## src/rtl/sysarray_result_drain.sv

```systemverilog
// Output-side collector for the systolic array: de-skews the time-staggered
// column sums into aligned rows, queues them in a show-ahead FIFO and drains them via valid/ready.
module sysarray_result_drain #(
  parameter int row_width  = 4,
  parameter int fifo_depth = 4
) (
  input  logic                   clk,
  input  logic                   rst,
  input  logic [8*row_width-1:0] mac_in,
  input  logic                   start,
  input  logic [7:0]             num_rows,
  output logic                   res_valid,
  input  logic                   res_ready,
  output logic [8*row_width-1:0] res_data,
  output logic                   busy,
  output logic                   done,
  output logic                   overflow
);

  localparam int aw = (fifo_depth > 1) ? $clog2(fifo_depth) : 1;
  localparam int cw = $clog2(fifo_depth) + 1;

  typedef enum logic {IDLE, COLLECT} state_t;

  state_t                  state_reg;
  logic [7:0]              n_reg;
  logic [15:0]             cnt_reg;
  logic                    busy_reg;
  logic                    done_reg;
  logic [8*row_width-1:0]  aligned;
  logic                    push_req;
  logic [15:0]             last_cnt;

  // Column i waits row_width-1-i cycles so every column lines up with the last one.
  for (genvar gi = 0; gi < row_width; gi++) begin : g_col
    localparam int depth = row_width - 1 - gi;
    if (depth == 0) begin : g_direct
      assign aligned[8*gi +: 8] = mac_in[8*gi +: 8];
    end else begin : g_dly
      logic [7:0] dly_reg [depth];
      always_ff @(posedge clk) begin
        if (rst) begin
          for (int j = 0; j < depth; j++) dly_reg[j] <= '0;
        end else begin
          dly_reg[0] <= mac_in[8*gi +: 8];
          for (int j = 1; j < depth; j++) dly_reg[j] <= dly_reg[j-1];
        end
      end
      assign aligned[8*gi +: 8] = dly_reg[depth-1];
    end
  end

  // cnt_reg equals (cycle - t0 - 1); aligned rows start once cnt reaches row_width-1.
  assign push_req = (state_reg == COLLECT) && (cnt_reg >= 16'(row_width - 1));
  assign last_cnt = 16'(n_reg) + 16'(row_width) - 16'd2;

  always_ff @(posedge clk) begin
    if (rst) begin
      state_reg <= IDLE;
      n_reg     <= '0;
      cnt_reg   <= '0;
      busy_reg  <= 1'b0;
      done_reg  <= 1'b0;
    end else begin
      done_reg <= 1'b0;
      case (state_reg)
        IDLE: begin
          if (start && (num_rows != 8'd0)) begin
            state_reg <= COLLECT;
            n_reg     <= num_rows;
            cnt_reg   <= '0;
            busy_reg  <= 1'b1;
          end
        end
        COLLECT: begin
          cnt_reg <= cnt_reg + 16'd1;
          if (push_req && (cnt_reg == last_cnt)) begin
            state_reg <= IDLE;
            busy_reg  <= 1'b0;
            done_reg  <= 1'b1;
          end
        end
        default: state_reg <= IDLE;
      endcase
    end
  end

  logic [8*row_width-1:0] mem [fifo_depth];
  logic [aw-1:0]          wr_ptr_reg;
  logic [aw-1:0]          rd_ptr_reg;
  logic [cw-1:0]          count_reg;
  logic [cw-1:0]          count_next;
  logic                   res_valid_reg;
  logic [8*row_width-1:0] res_data_reg;
  logic                   overflow_reg;
  logic                   pop;
  logic                   push;
  logic                   full;
  logic                   drop;

  always_comb begin
    pop        = res_valid_reg && res_ready;
    full       = (count_reg == cw'(fifo_depth));
    push       = push_req && (!full || pop);
    drop       = push_req && full && !pop;
    count_next = count_reg + cw'(push) - cw'(pop);
  end

  always_ff @(posedge clk) begin
    if (push) mem[wr_ptr_reg] <= aligned;
  end

  // The head register is refreshed from the array (or the incoming row) so res_data is show-ahead.
  always_ff @(posedge clk) begin
    if (rst) begin
      wr_ptr_reg    <= '0;
      rd_ptr_reg    <= '0;
      count_reg     <= '0;
      res_valid_reg <= 1'b0;
      res_data_reg  <= '0;
      overflow_reg  <= 1'b0;
    end else begin
      count_reg     <= count_next;
      res_valid_reg <= (count_next != '0);
      if (push) wr_ptr_reg <= wr_ptr_reg + aw'(1);
      if (pop)  rd_ptr_reg <= rd_ptr_reg + aw'(1);
      if (drop) overflow_reg <= 1'b1;
      if (pop) begin
        if (count_reg > cw'(1))
          res_data_reg <= mem[rd_ptr_reg + aw'(1)];
        else if (push)
          res_data_reg <= aligned;
      end else if (push && (count_reg == '0)) begin
        res_data_reg <= aligned;
      end
    end
  end

  assign res_valid = res_valid_reg;
  assign res_data  = res_data_reg;
  assign busy      = busy_reg;
  assign done      = done_reg;
  assign overflow  = overflow_reg;

endmodule

```

## config.mk

```make
export PLATFORM = sky130hd
export DESIGN_NAME = sysarray_result_drain
export DESIGN_NICKNAME = d
export VERILOG_FILES = /design/src/rtl/sysarray_result_drain.sv
export SDC_FILE = /design/constraint.sdc
export NUM_CORES = 1
export LEC_CHECK = 0
export CORE_ASPECT_RATIO = 1.25
export CORE_MARGIN = 3
export CORE_UTILIZATION = 53
export CTS_BUF_LIST = sky130_fd_sc_hd__clkbuf_4 sky130_fd_sc_hd__clkbuf_8
export DETAILED_ROUTE_END_ITERATION = 12
export PLACE_DENSITY = 0.84
export SKIP_CTS_REPAIR_TIMING = 1
export SYNTH_ARGS = -nofsm -noshare
export SYNTH_HDL_FRONTEND = slang
export SYNTH_SLANG_ARGS = --single-unit
```

## constraint.sdc

```tcl
create_clock -name clk -period 3.01 [get_ports clk]
set_input_delay 0.602 -clock clk [delete_from_list [all_inputs] [get_ports clk]]
set_output_delay 0.602 -clock clk [all_outputs]
set_load 0.01 [all_outputs]
```

# ---- Yosys cells after proc, flatten, opt, wreduce, memory -nomap -nowiden
# Memory sizes are Yosys's and may differ from the RTL's.
# Index checks and enable logic that the tools add are counted.
dict set report classes {
  reduce_logical 20
  mux 25
  order_cmp 2
  eq_ne 5
  bitwise_logic 6
  n_addsub 7
}
# operator count
set ops {}
lappend ops {{two-way mux 32 bit} 4}
lappend ops {{two-way mux 8 bit} 6}
lappend ops {{case mux 16 bit (2 select lines)} 1}
lappend ops {{adder 16 x 1 -> 16 bit, second input constant} 1}
lappend ops {{equality test 16 bit} 1}
lappend ops {{greater-or-equal comparator 16 x 2 -> 1 bit, second input constant} 1}
lappend ops {{two-way mux 16 bit} 1}
lappend ops {{two-way mux 1 bit} 11}
lappend ops {{subtractor 9 x 2 -> 10 bit, second input constant} 1}
lappend ops {{adder 8 x 3 -> 9 bit, second input constant} 1}
lappend ops {{logical AND 1 bit} 8}
lappend ops {{nonzero test 8 bit} 1}
lappend ops {{OR reduction 8 bit} 1}
lappend ops {{AND reduction 2 bit} 3}
lappend ops {{bitwise OR 1 bit} 5}
lappend ops {{adder 2 x 1 -> 2 bit, second input constant} 2}
lappend ops {{case mux 1 bit (2 select lines)} 2}
lappend ops {{adder 3 x 1 -> 3 bit} 1}
lappend ops {{equality test 3 bit, second input constant} 1}
lappend ops {{greater-than comparator 3 x 1 -> 1 bit, second input constant} 1}
lappend ops {{logical NOT 3 bit} 1}
lappend ops {{inequality test 3 x 1 -> 1 bit, second input constant} 1}
lappend ops {{nonzero test 3 bit} 1}
lappend ops {{subtractor 3 x 1 -> 3 bit} 1}
lappend ops {{other kinds (7)} 8}
dict set report totals {
  wordCells 80
  memories 4
  output_inout_bits 36
  mem_bits_rw 176
  register_bits 68
  in_bits 44
}
# name words width read_ports rd_ports_with_merged_regs wr line_no
set memory_table {}
lappend memory_table {mem 4 32 1 0 1 88} ;# logic [8*row_width-1:0] mem [fifo_depth];
lappend memory_table {{g_col[0].g_dly.dly_reg} 3 8 3 0 3 40} ;# logic [7:0] dly_reg [depth];
lappend memory_table {{g_col[1].g_dly.dly_reg} 2 8 2 0 2 40}
lappend memory_table {{g_col[2].g_dly.dly_reg} 1 8 1 0 1 40}

# ---- Depth between registers and ports, before layout
# Gate-level depths: netlist of the first run.
dict set report depth {
  ltp_word 7
  depth_mapped 10
  depth_no_buf 10
}

# ---- Least setup slack after synthesis of the first run
# No wires, ideal clock.
dict set report synth_path {
  path_kind {register to register}
  startpoint {register cnt_reg[0]}
  endpoint {register res_valid_reg, in the netlist res_valid}
  path_buffers 0
  stages_incl_launch_ff 11
  path_slack_ps 294
  arrival_time_ps 2579
  synth_period_minus_slack_ps 2716
  setup_time_ps 137
  required_ps 2873
  cell_sequence {dfxtp_1 > ha_1 > or4_4 > o41a_1 > and2_1 > nand2_1 > nand2_1 > ha_1 > fa_1 > xor2_1 > a21oi_1}
}
dict set report synth_between {
  elab_chain_cells 6
}
# item line_no
set synth_rtl {}
lappend synth_rtl {{from (decl)} 27} ;# logic [15:0] cnt_reg;
lappend synth_rtl {{from (signal assigned)} 76} ;# cnt_reg <= cnt_reg + 16'd1;
lappend synth_rtl {{greater-or-equal comparator 16 x 2 -> 1 bit} 54} ;# assign push_req = (state_reg == COLLECT) && (cnt_reg >= 16'(row_width - 1));
lappend synth_rtl {{logical AND 1 bit} 54}
lappend synth_rtl {{logical AND 1 bit} 104} ;# push = push_req && (!full || pop);
lappend synth_rtl {{adder 3 x 1 -> 3 bit} 106} ;# count_next = count_reg + cw'(push) - cw'(pop);
lappend synth_rtl {{subtractor 3 x 1 -> 3 bit} 106}
lappend synth_rtl {{nonzero test 3 bit} 124} ;# res_valid_reg <= (count_next != '0);
lappend synth_rtl {{to (signal assigned)} 124}
lappend synth_rtl {{to (decl)} 93} ;# logic res_valid_reg;
# No other way between the ends.
# A chain may end at the register's enable or synchronous reset.

# ---- Worst setup path in the final report of the first run
dict set report layout_path {
  startpoint {register cnt_reg[0]}
  endpoint {register res_valid_reg, in the netlist res_valid}
}
dict set report layout_between {
  elab_chain_cells 6
}
# item line_no
set layout_rtl {}
lappend layout_rtl {{greater-or-equal comparator 16 x 2 -> 1 bit} 54}
lappend layout_rtl {{logical AND 1 bit} 54}
lappend layout_rtl {{logical AND 1 bit} 104}
lappend layout_rtl {{adder 3 x 1 -> 3 bit} 106}
lappend layout_rtl {{subtractor 3 x 1 -> 3 bit} 106}
lappend layout_rtl {{named net count_next[1]} 92} ;# logic [cw-1:0] count_next;
lappend layout_rtl {{nonzero test 3 bit} 124}
# The timed path passes the listed nets, and every way through them passes these cells.

==> impl_metrics.csv, run 1 <==
group,metric,value,unit
run_status,outcome,"finished, final reports clean",
power,p_total,7.536,mW
power,peakVddDrop,0.4327,mV
timing,hold_ws,0.4351,ns
clock_tree,clk_pin_slew_worst_paths,0.06,ns
clock_tree,ctsRootBufferMaster,"clkbuf_8",
logic_synthesis,synth-seq-cells,244,
logic_synthesis,ys_async_sr_fraction,0,
clock_tree,ctsHtreeMaxLevel,2,
power,power_leakage,3.731,nW
placement,port_buffers,79,
placement,hpwlAfterDp,11180,µm
timing,fin_worst_skew,0.02494,ns
logic_synthesis,synth.distinct_cells,49,
die,die_h,155.3,µm
route,vias_per_cell,5.497,
worst_setup_path,crit_type,"reg -> reg",
timing,worst_slew_pin_slew,0.9527,ns
cells_and_area,drive_above_1_share,0.2054,
global_route,antenna_found_initial,0,
logic_synthesis,synth-edff-count,128,
placement,dp.cells,934,
worst_setup_path,critPathRequiredTime,3.37,ns
timing,hold_viol,0,
cells_and_area,final_util,0.6449,
clock_tree,cts_buffer_depth,3,
logic_synthesis,synth_ff_type,"edfxtp_1",
global_route,grt_overflow,0,
timing,timing.final.crit_share,0.9560,
timing,fin_setup_tns,0,ns
job,cap_violations,0,
cells_and_area,final_cells,1003,
power,power_density,667.8,nW/µm²
cells_and_area,fillers,1195,
timing,finalSetupViolations,0,
logic_synthesis,ys_seq_area_frac,0.6521,
worst_setup_path,critPathLaunchType,"flip-flop",
clock_tree,clock_sinks,244,
timing,rsz0062_at_grt,"no",
die,core_area,17500,µm²
logic_synthesis,syn_nets,709,
hold_path,min_path_type,"reg -> reg",
cells_and_area,fin_area,11280,µm²
clock_tree,insertion_delay,0.52,ns
placement,dp_slack,0.06660,ns
cells_and_area,synthToLayoutAreaGrowth,19.35,%
logic_synthesis,synth_area,9455,µm²
route,drtAntennaViolNets,0,
worst_setup_path,worstPathMaxFanout,6,
global_route,grtUsageTotal,0.1884,
route,vias,5513,
die,row_count,54,
cells_and_area,diodes,0,
clock_tree,tritoncts,"done",
global_route,grt_max_degree,65,
worst_setup_path,end_kind,"flip-flop",
route,drc,0,
die,ios,80,
clock_tree,cts_buffers,37,
cells_and_area,nets,803,
timing,fin_crit,2.877,ns
timing,clock.fmax,347.5,MHz
route,wl,18160,µm
placement,place_area,10530,µm²
timing,final_max_slew_viol_count,0,
global_route,grt_pass1_wl,29850,µm
die,dieArea,19490,µm²
worst_setup_path,rrSetupSlack,0.13,ns
timing,fin_ws,0.1326,ns
placement,place_congestion,0.7813,
die,die_width,125.5,µm
worst_setup_path,crit_arrival,3.24,ns
route,wl_per_cell,18.11,µm
logic_synthesis,synth_cells,656,
cells_and_area,largest_register_ff_count,128,
logic_synthesis,syn_avg_cell_area,14.41,µm²
timing,slew_headroom,0.3610,
route,drt_iter0_markers,394,
die,start_util,0.5403,
route,dr.pass1.iters,5,
global_route,first_global_vias,5832,
logic_synthesis,yosysWarnings,0,
==> worst max-delay path, cell delays in order, from the launching register on <==
cell     delay [ns]
dfxtp_2        0.36
ha_2           0.22
or4_4          0.46
o41a_1         0.52
and2_1         0.21
nand2_1        0.07
nand2_1        0.05
ha_1           0.20
fa_1           0.46
nor2_1         0.13
a21oi_1        0.07
==> path summary, 6_finish.rpt <==
check | cells after the start | start | end
worst min register to register | 1 | g_col[1].g_dly.dly_reg[0][3] | g_col[1].g_dly.dly_reg[0][11]
worst max-delay path | 10 | cnt_reg[0] | res_valid
worst max register to register | 10 | cnt_reg[0] | res_valid
worst min-delay path | 1 | g_col[1].g_dly.dly_reg[0][3] | g_col[1].g_dly.dly_reg[0][11]
==> layout by cell type, fill, tap and decap left out, types with 4 or more instances in the layout <==
cell type,n
a211oi_1,6
a211oi_2,32
a21oi_1,20
a31oi_1,4
and3_2,4
buf_12,7
buf_4,9
clkbuf_4,11
clkbuf_8,39
clkdlybuf4s50_1,78
clkinv_1,8
clkinv_2,6
dfxtp_1,112
dfxtp_2,4
edfxtp_1,128
ha_1,7
inv_1,10
mux2i_1,33
mux4_2,32
nand2_1,31
nand3_1,14
nand4_1,6
nor2_1,61
nor2b_1,51
o211ai_1,4
or3_1,5
xnor2_1,7
xor2_1,5
==> cell usage after synthesis, drive strengths merged, types with 2 or more instances <==
master | number | share of area
nand2 | 31 | 0.012
nor3 | 3 | 0.0016
nor2 | 62 | 0.025
nor2b | 51 | 0.034
dfxtp | 116 | 0.25
o211ai | 4 | 0.0032
a311oi | 3 | 0.0028
and3 | 7 | 0.0046
or4 | 3 | 0.0032
a31oi | 4 | 0.0026
mux2 | 3 | 0.0036
mux2i | 33 | 0.035
nand4 | 6 | 0.0040
buf | 15 | 0.012
edfxtp | 128 | 0.41
a41oi | 2 | 0.0019
a21oi | 20 | 0.011
a211oi | 38 | 0.047
o21ai | 2 | 0.0011
nor4 | 2 | 0.0013
ha | 8 | 0.011
or3 | 5 | 0.0033
xor2 | 6 | 0.0056
clkbuf | 24 | 0.0095
mux4 | 32 | 0.076
and2 | 2 | 0.0013
nand3 | 14 | 0.0074
inv | 10 | 0.0040
xnor2 | 7 | 0.0065
==> cell type report <==
type	count	area [µm²]	area share
tap	224	280.3	0.02484
multi-input combinational	363	3070	0.2721
sequential	244	6171	0.5468
clock inverter	18	117.6	0.01042
clock buffer	50	619.3	0.05488
inverter	10	37.54	0.003326
timing repair buffer	94	988.4	0.08759
==> kinds of logic (layout without fill, tap and decap cells) <==
| family | Yosys count | in the layout | synth area share |
|---|---|---|---|
| DFF | 244 | 244 | 0.6521 |
| and+or+nand+nor | 191 | 191 | 0.1015 |
| adders and majority gates | 9 | 9 | 0.01270 |
| buffers and inverters | 49 | 172 | 0.02554 |
| xor gates and xnor gates | 13 | 13 | 0.01204 |
| AOI/OAI and AO/OA | 82 | 82 | 0.08138 |
| muxes | 68 | 68 | 0.1147 |
==> metal layers <==
| layer | up-vias | global-route usage | wire length, µm |
|---|---|---|---|
| met5 | - | 0 | 0 |
| met4 | 0 | 0.05475 | 394 |
| met3 | 37 | 0.03159 | 809 |
| met2 | 141 | 0.3304 | 9515 |
| met1 | 2716 | 0.2424 | 7442 |
| li1 | 2619 | - | - |
==> power by group <==
part | internal [mW] | switching, mW | total (mW)
Clock | 1.44 | 1.22 | 2.66
Sequential | 3.64 | 0.122 | 3.76
Combinational | 0.568 | 0.552 | 1.12
Note: power is estimated with default switching activity, not from simulation.
==> run 2: changes to the inputs <==
- clock period: 3.01 -> 3.05 ns (I/O delays scaled with it)
==> impl_metrics.csv, run 2 (synthesis results as in run 1) <==
group,metric,value,unit
cells_and_area,drive_above_1_share,0.2021,
die,row_count,54,
power,seq_power_share,0.500,
worst_setup_path,crit_arrival,3.24,ns
timing,slew_headroom,0.4331,
route,vias,5537,
die,ios,80,
clock_tree,ctsHtreeMaxLevel,2,
cells_and_area,diodes,0,
global_route,grt_pass1_wl,29730,µm
global_route,grt_overflow,0,
cells_and_area,fillers,1195,
placement,dp_slack,0.1423,ns
die,die_width,125.5,µm
placement,hpwlAfterDp,11160,µm
route,drt_iter0_markers,350,
route,drc,0,
placement,dp.cells,933,
timing,timing.final.crit_share,0.9435,
timing,fin_worst_skew,0.02204,ns
power,power_frac_comb,0.147,
worst_setup_path,worstPathMaxFanout,6,
timing,worst_slew_pin_slew,0.8452,ns
power,p_sw_frac,0.2527,
clock_tree,insertion_delay,0.53,ns
route,vias_per_cell,5.531,
power,power_density,659.1,nW/µm²
clock_tree,clock_sinks,244,
clock_tree,clk_pin_slew_worst_paths,0.06,ns
clock_tree,tritoncts,"done",
die,start_util,0.5403,
clock_tree,cts_buffer_depth,3,
worst_setup_path,crit_type,"reg -> reg",
route,wl,18020,µm
timing,fin_ws,0.1722,ns
job,cap_violations,0,
power,p_clk_frac,0.353,
global_route,first_global_vias,5908,
route,dr.pass1.iters,5,
cells_and_area,multi_input_area,3063,µm²
clock_tree,ctsRootBufferMaster,"clkbuf_8",
clock_tree,cts_buffers,37,
cells_and_area,final_cells,1001,
global_route,antenna_found_initial,0,
cells_and_area,synthToLayoutAreaGrowth,19.21,%
timing,finalSetupViolations,0,
cells_and_area,largest_register_ff_count,128,
timing,hold_viol,0,
timing,final_max_slew_viol_count,0,
run_status,outcome,"finished, final reports clean",
power,peakVddDrop,0.4268,mV
global_route,grt_max_degree,65,
timing,fin_setup_tns,0,ns
cells_and_area,nets,801,
route,drtAntennaViolNets,0,
power,p_switching,1.878,mW
worst_setup_path,end_kind,"flip-flop",
hold_path,min_path_type,"reg -> reg",
cells_and_area,seq_area,6168,µm²
timing,fin_crit,2.878,ns
cells_and_area,fin_area,11270,µm²
placement,port_buffers,79,
timing,clock.fmax,347.5,MHz
worst_setup_path,critPathRequiredTime,3.41,ns
placement,place_area,10530,µm²
global_route,grtUsageTotal,0.1880,
cells_and_area,final_cell_mix,"edfxtp_1 (128), dfxtp_1 (114), clkdlybuf4s50_1 (78)",
die,dieArea,19490,µm²
power,intPower,5.552,mW
die,core_area,17500,µm²
worst_setup_path,critPathLaunchType,"flip-flop",
route,wl_per_cell,18.00,µm
cells_and_area,final_common_cell,"edfxtp_1",
placement,place_congestion,0.7674,
cells_and_area,final_util,0.6441,
die,die_h,155.3,µm
power,power_leakage,3.723,nW
## run 2: cell types whose count changed in the layout (fill, tap and decap cells not counted), sizes merged
cell,before,now
buf,16,14
bufinv,1,0
clkbuf,50,54
clkinv,14,11
## run 2: area by class of cell
cell class / count / area share
tap: 224 / 0.02486
sequential: 244 / 0.5472
multi-input combinational: 363 / 0.2717
clock buffer: 54 / 0.05872
clock inverter: 14 / 0.006660
inverter: 10 / 0.003330
timing repair buffer: 92 / 0.08747
## run 2: critical path, cell delays in order (launching register included)
cell and delay [ns]:
dfxtp_1 0.37, ha_2 0.25, or4_4 0.46, o41a_1 0.45
and2_1 0.20, nand2_1 0.08, nand2_1 0.06, ha_1 0.19
fa_1 0.38, xor2_1 0.20, a21oi_1 0.08
## run 2: path summary, 6_finish.rpt
check             cells past startpoint                           from  slack [ns]                             to
setup / recovery                     10                     cnt_reg[0]        0.17                      res_valid
hold / removal                        1  g_col[0].g_dly.dly_reg[0][13]        0.43  g_col[0].g_dly.dly_reg[0][21]
setup reg to reg                     10                     cnt_reg[0]        0.17                      res_valid
hold reg to reg                       1  g_col[0].g_dly.dly_reg[0][13]        0.43  g_col[0].g_dly.dly_reg[0][21]
## run 2: power groups by stage
| stage | combinational [mW] | sequential [mW] | clock, mW |
|---|---|---|---|
| after detailed placement | 1.10 | 3.78 | 0 |
| after global routing | 1.18 | 3.73 | 2.82 |
| final | 1.09 | 3.71 | 2.62 |
| after global placement | 1.06 | 3.77 | 0 |
| after CTS | 1.11 | 3.72 | 2.68 |
| after floorplan | 0.696 | 3.76 | 0 |
## run 2: per-stage QoR
stage / hold slack, ns / power [mW]
floorplan: 0.4138 / 4.460
global placement: 0.4178 / 4.827
detailed placement: 0.4218 / 4.881
CTS: 0.4360 / 7.505
global route: 0.4470 / 7.736
finish: 0.4310 / 7.429
## run 2: layer usage
metal | GRT usage | vias up | wire (µm)
li1 | - | 2613 | -
met1 | 0.2285 | 2736 | 7298
met2 | 0.3320 | 148 | 9395
met3 | 0.03365 | 40 | 784
met4 | 0.07645 | 0 | 542
met5 | 0 | - | 0
==> run 3: changes to the inputs <==
- GPL_TIMING_DRIVEN: unset -> 0
==> impl_metrics.csv, run 3 (synthesis results as in run 1) <==
group,metric,value,unit
clock_tree,ctsRootBufferMaster,"clkbuf_8",
cells_and_area,fin_area,11310,µm²
global_route,grt_max_degree,33,
cells_and_area,final_cells,1026,
power,p_total,7.578,mW
timing,fin_ws,0.08660,ns
placement,place_congestion,0.8258,
cells_and_area,diodes,0,
worst_setup_path,critPathRequiredTime,3.42,ns
placement,hpwlAfterDp,12710,µm
clock_tree,cts_buffer_depth,3,
route,drc,0,
route,wl,19790,µm
global_route,first_global_vias,6275,
route,dr.pass1.iters,5,
power,peakVddDrop,0.4145,mV
clock_tree,ctsHtreeMaxLevel,2,
timing,worst_slew_pin_slew,0.9333,ns
placement,place_area,10520,µm²
timing,hold_viol,0,
hold_path,min_path_type,"reg -> reg",
die,ios,80,
global_route,gr-usage-met1,0.2533,
clock_tree,clk_pin_slew_worst_paths,0.06,ns
route,wl_per_cell,19.29,µm
timing,slew_headroom,0.3778,
timing,fin_worst_skew,0.02312,ns
job,cap_violations,0,
timing,clock.fmax,337.5,MHz
cells_and_area,nets,826,
die,die_width,125.5,µm
clock_tree,cts_buffers,37,
power,intPower,5.656,mW
power,seq_power_share,0.486,
global_route,grt_util_met2,0.3539,
placement,port_buffers,78,
cells_and_area,fillers,1204,
global_route,antenna_found_initial,0,
die,die_h,155.3,µm
die,core_area,17500,µm²
timing,finalSetupViolations,0,
power,power_leakage,3.754,nW
die,dieArea,19490,µm²
hold_path,hold_path_startpoint,"g_col[0].g_dly.dly_reg[0][5]",
global_route,grt_overflow,0,
route,vias_per_cell,5.680,
timing,fin_crit,2.963,ns
worst_setup_path,reg2reg_from,"cnt_reg[5]",
die,start_util,0.5403,
power,power_density,670.3,nW/µm²
global_route,grt_pass1_wl,31830,µm
power,p_clk_frac,0.362,
worst_setup_path,crit_type,"reg -> reg",
timing,timing.final.crit_share,0.9716,
run_status,outcome,"finished, final reports clean",
route,drtAntennaViolNets,0,
placement,dp_slack,-0.1528,ns
global_route,grtUsageMet3,0.03606,
die,row_count,54,
clock_tree,clock_sinks,244,
worst_setup_path,worstPathMaxFanout,9,
worst_setup_path,critPathLaunchType,"flip-flop",
worst_setup_path,crit_arrival,3.33,ns
power,p_sw_frac,0.2536,
power,power_frac_comb,0.152,
route,vias,5828,
timing,rsz0062_at_grt,"no",
worst_setup_path,crit_start,"cnt_reg[5]",
cells_and_area,drive_above_1_share,0.1958,
worst_setup_path,end_kind,"flip-flop",
clock_tree,tritoncts,"done",
cells_and_area,final_util,0.6461,
global_route,grtUsageTotal,0.2026,
placement,dp.cells,958,
clock_tree,insertion_delay,0.51,ns
cells_and_area,synthToLayoutAreaGrowth,19.57,%
power,p_switching,1.922,mW
cells_and_area,largest_register_ff_count,128,
timing,final_max_slew_viol_count,0,
route,drt_iter0_markers,481,
global_route,grt.busiest_layer,"met2",
cells_and_area,final_cell_mix,"edfxtp_1 (128), dfxtp_1 (116), clkdlybuf4s50_1 (78)",
cells_and_area,final_common_cell,"edfxtp_1",
run 3: area by class of cell:
| class | count | area (µm²) | area share |
|---|---|---|---|
| Sequential cell | 244 | 6166 | 0.5454 |
| Multi-Input combinational cell | 363 | 3059 | 0.2706 |
| Timing Repair Buffer | 78 | 780.7 | 0.06906 |
| Clock buffer | 57 | 715.7 | 0.06330 |
| Tap cell | 224 | 280.3 | 0.02479 |
| Buffer | 39 | 203.9 | 0.01804 |
| Clock inverter | 11 | 62.56 | 0.005533 |
| Inverter | 10 | 37.54 | 0.003320 |
run 3: worst paths after layout:
check / endpoint / slack (ns) / cells past startpoint
setup / recovery: res_valid / 0.09 / 10
hold / removal: g_col[0].g_dly.dly_reg[0][13] / 0.44 / 1
setup reg to reg: res_valid / 0.09 / 10
hold reg to reg: g_col[0].g_dly.dly_reg[0][13] / 0.44 / 1
run 3: per-layer routing:
layer	part of all wire	vias up
li1	-	2669
met3	0.050	51
met2	0.52	203
met1	0.41	2905
met4	0.026	0
met5	0	-
run 3: power by group through the flow:
stage | combinational (mW) | sequential [mW] | clock [mW]
CTS | 1.16 | 3.68 | 2.76
detailed placement | 1.14 | 3.75 | 0
finish | 1.15 | 3.69 | 2.74
floorplan | 0.696 | 3.76 | 0
global placement | 1.10 | 3.74 | 0
global route | 1.23 | 3.70 | 2.91
run 3: critical path, stage by stage, from the launching register on:
cell	delay, ns
dfxtp_1	0.29
clkbuf_1	0.22
or4_4	0.57
o41a_1	0.46
and2_1	0.21
nand2_1	0.09
nand2_1	0.08
ha_1	0.20
fa_1	0.38
xor2_1	0.22
a21oi_1	0.09
run 3: metrics by stage:
stage          hold WS [ns]  TNS (ns)
3_5_place_dp         0.4220    -1.289
3_3_place_gp         0.4168    -51.34
4_1_cts              0.4408         0
5_1_grt              0.4530         0
2_1_floorplan        0.4138         0
6_report             0.4372         0
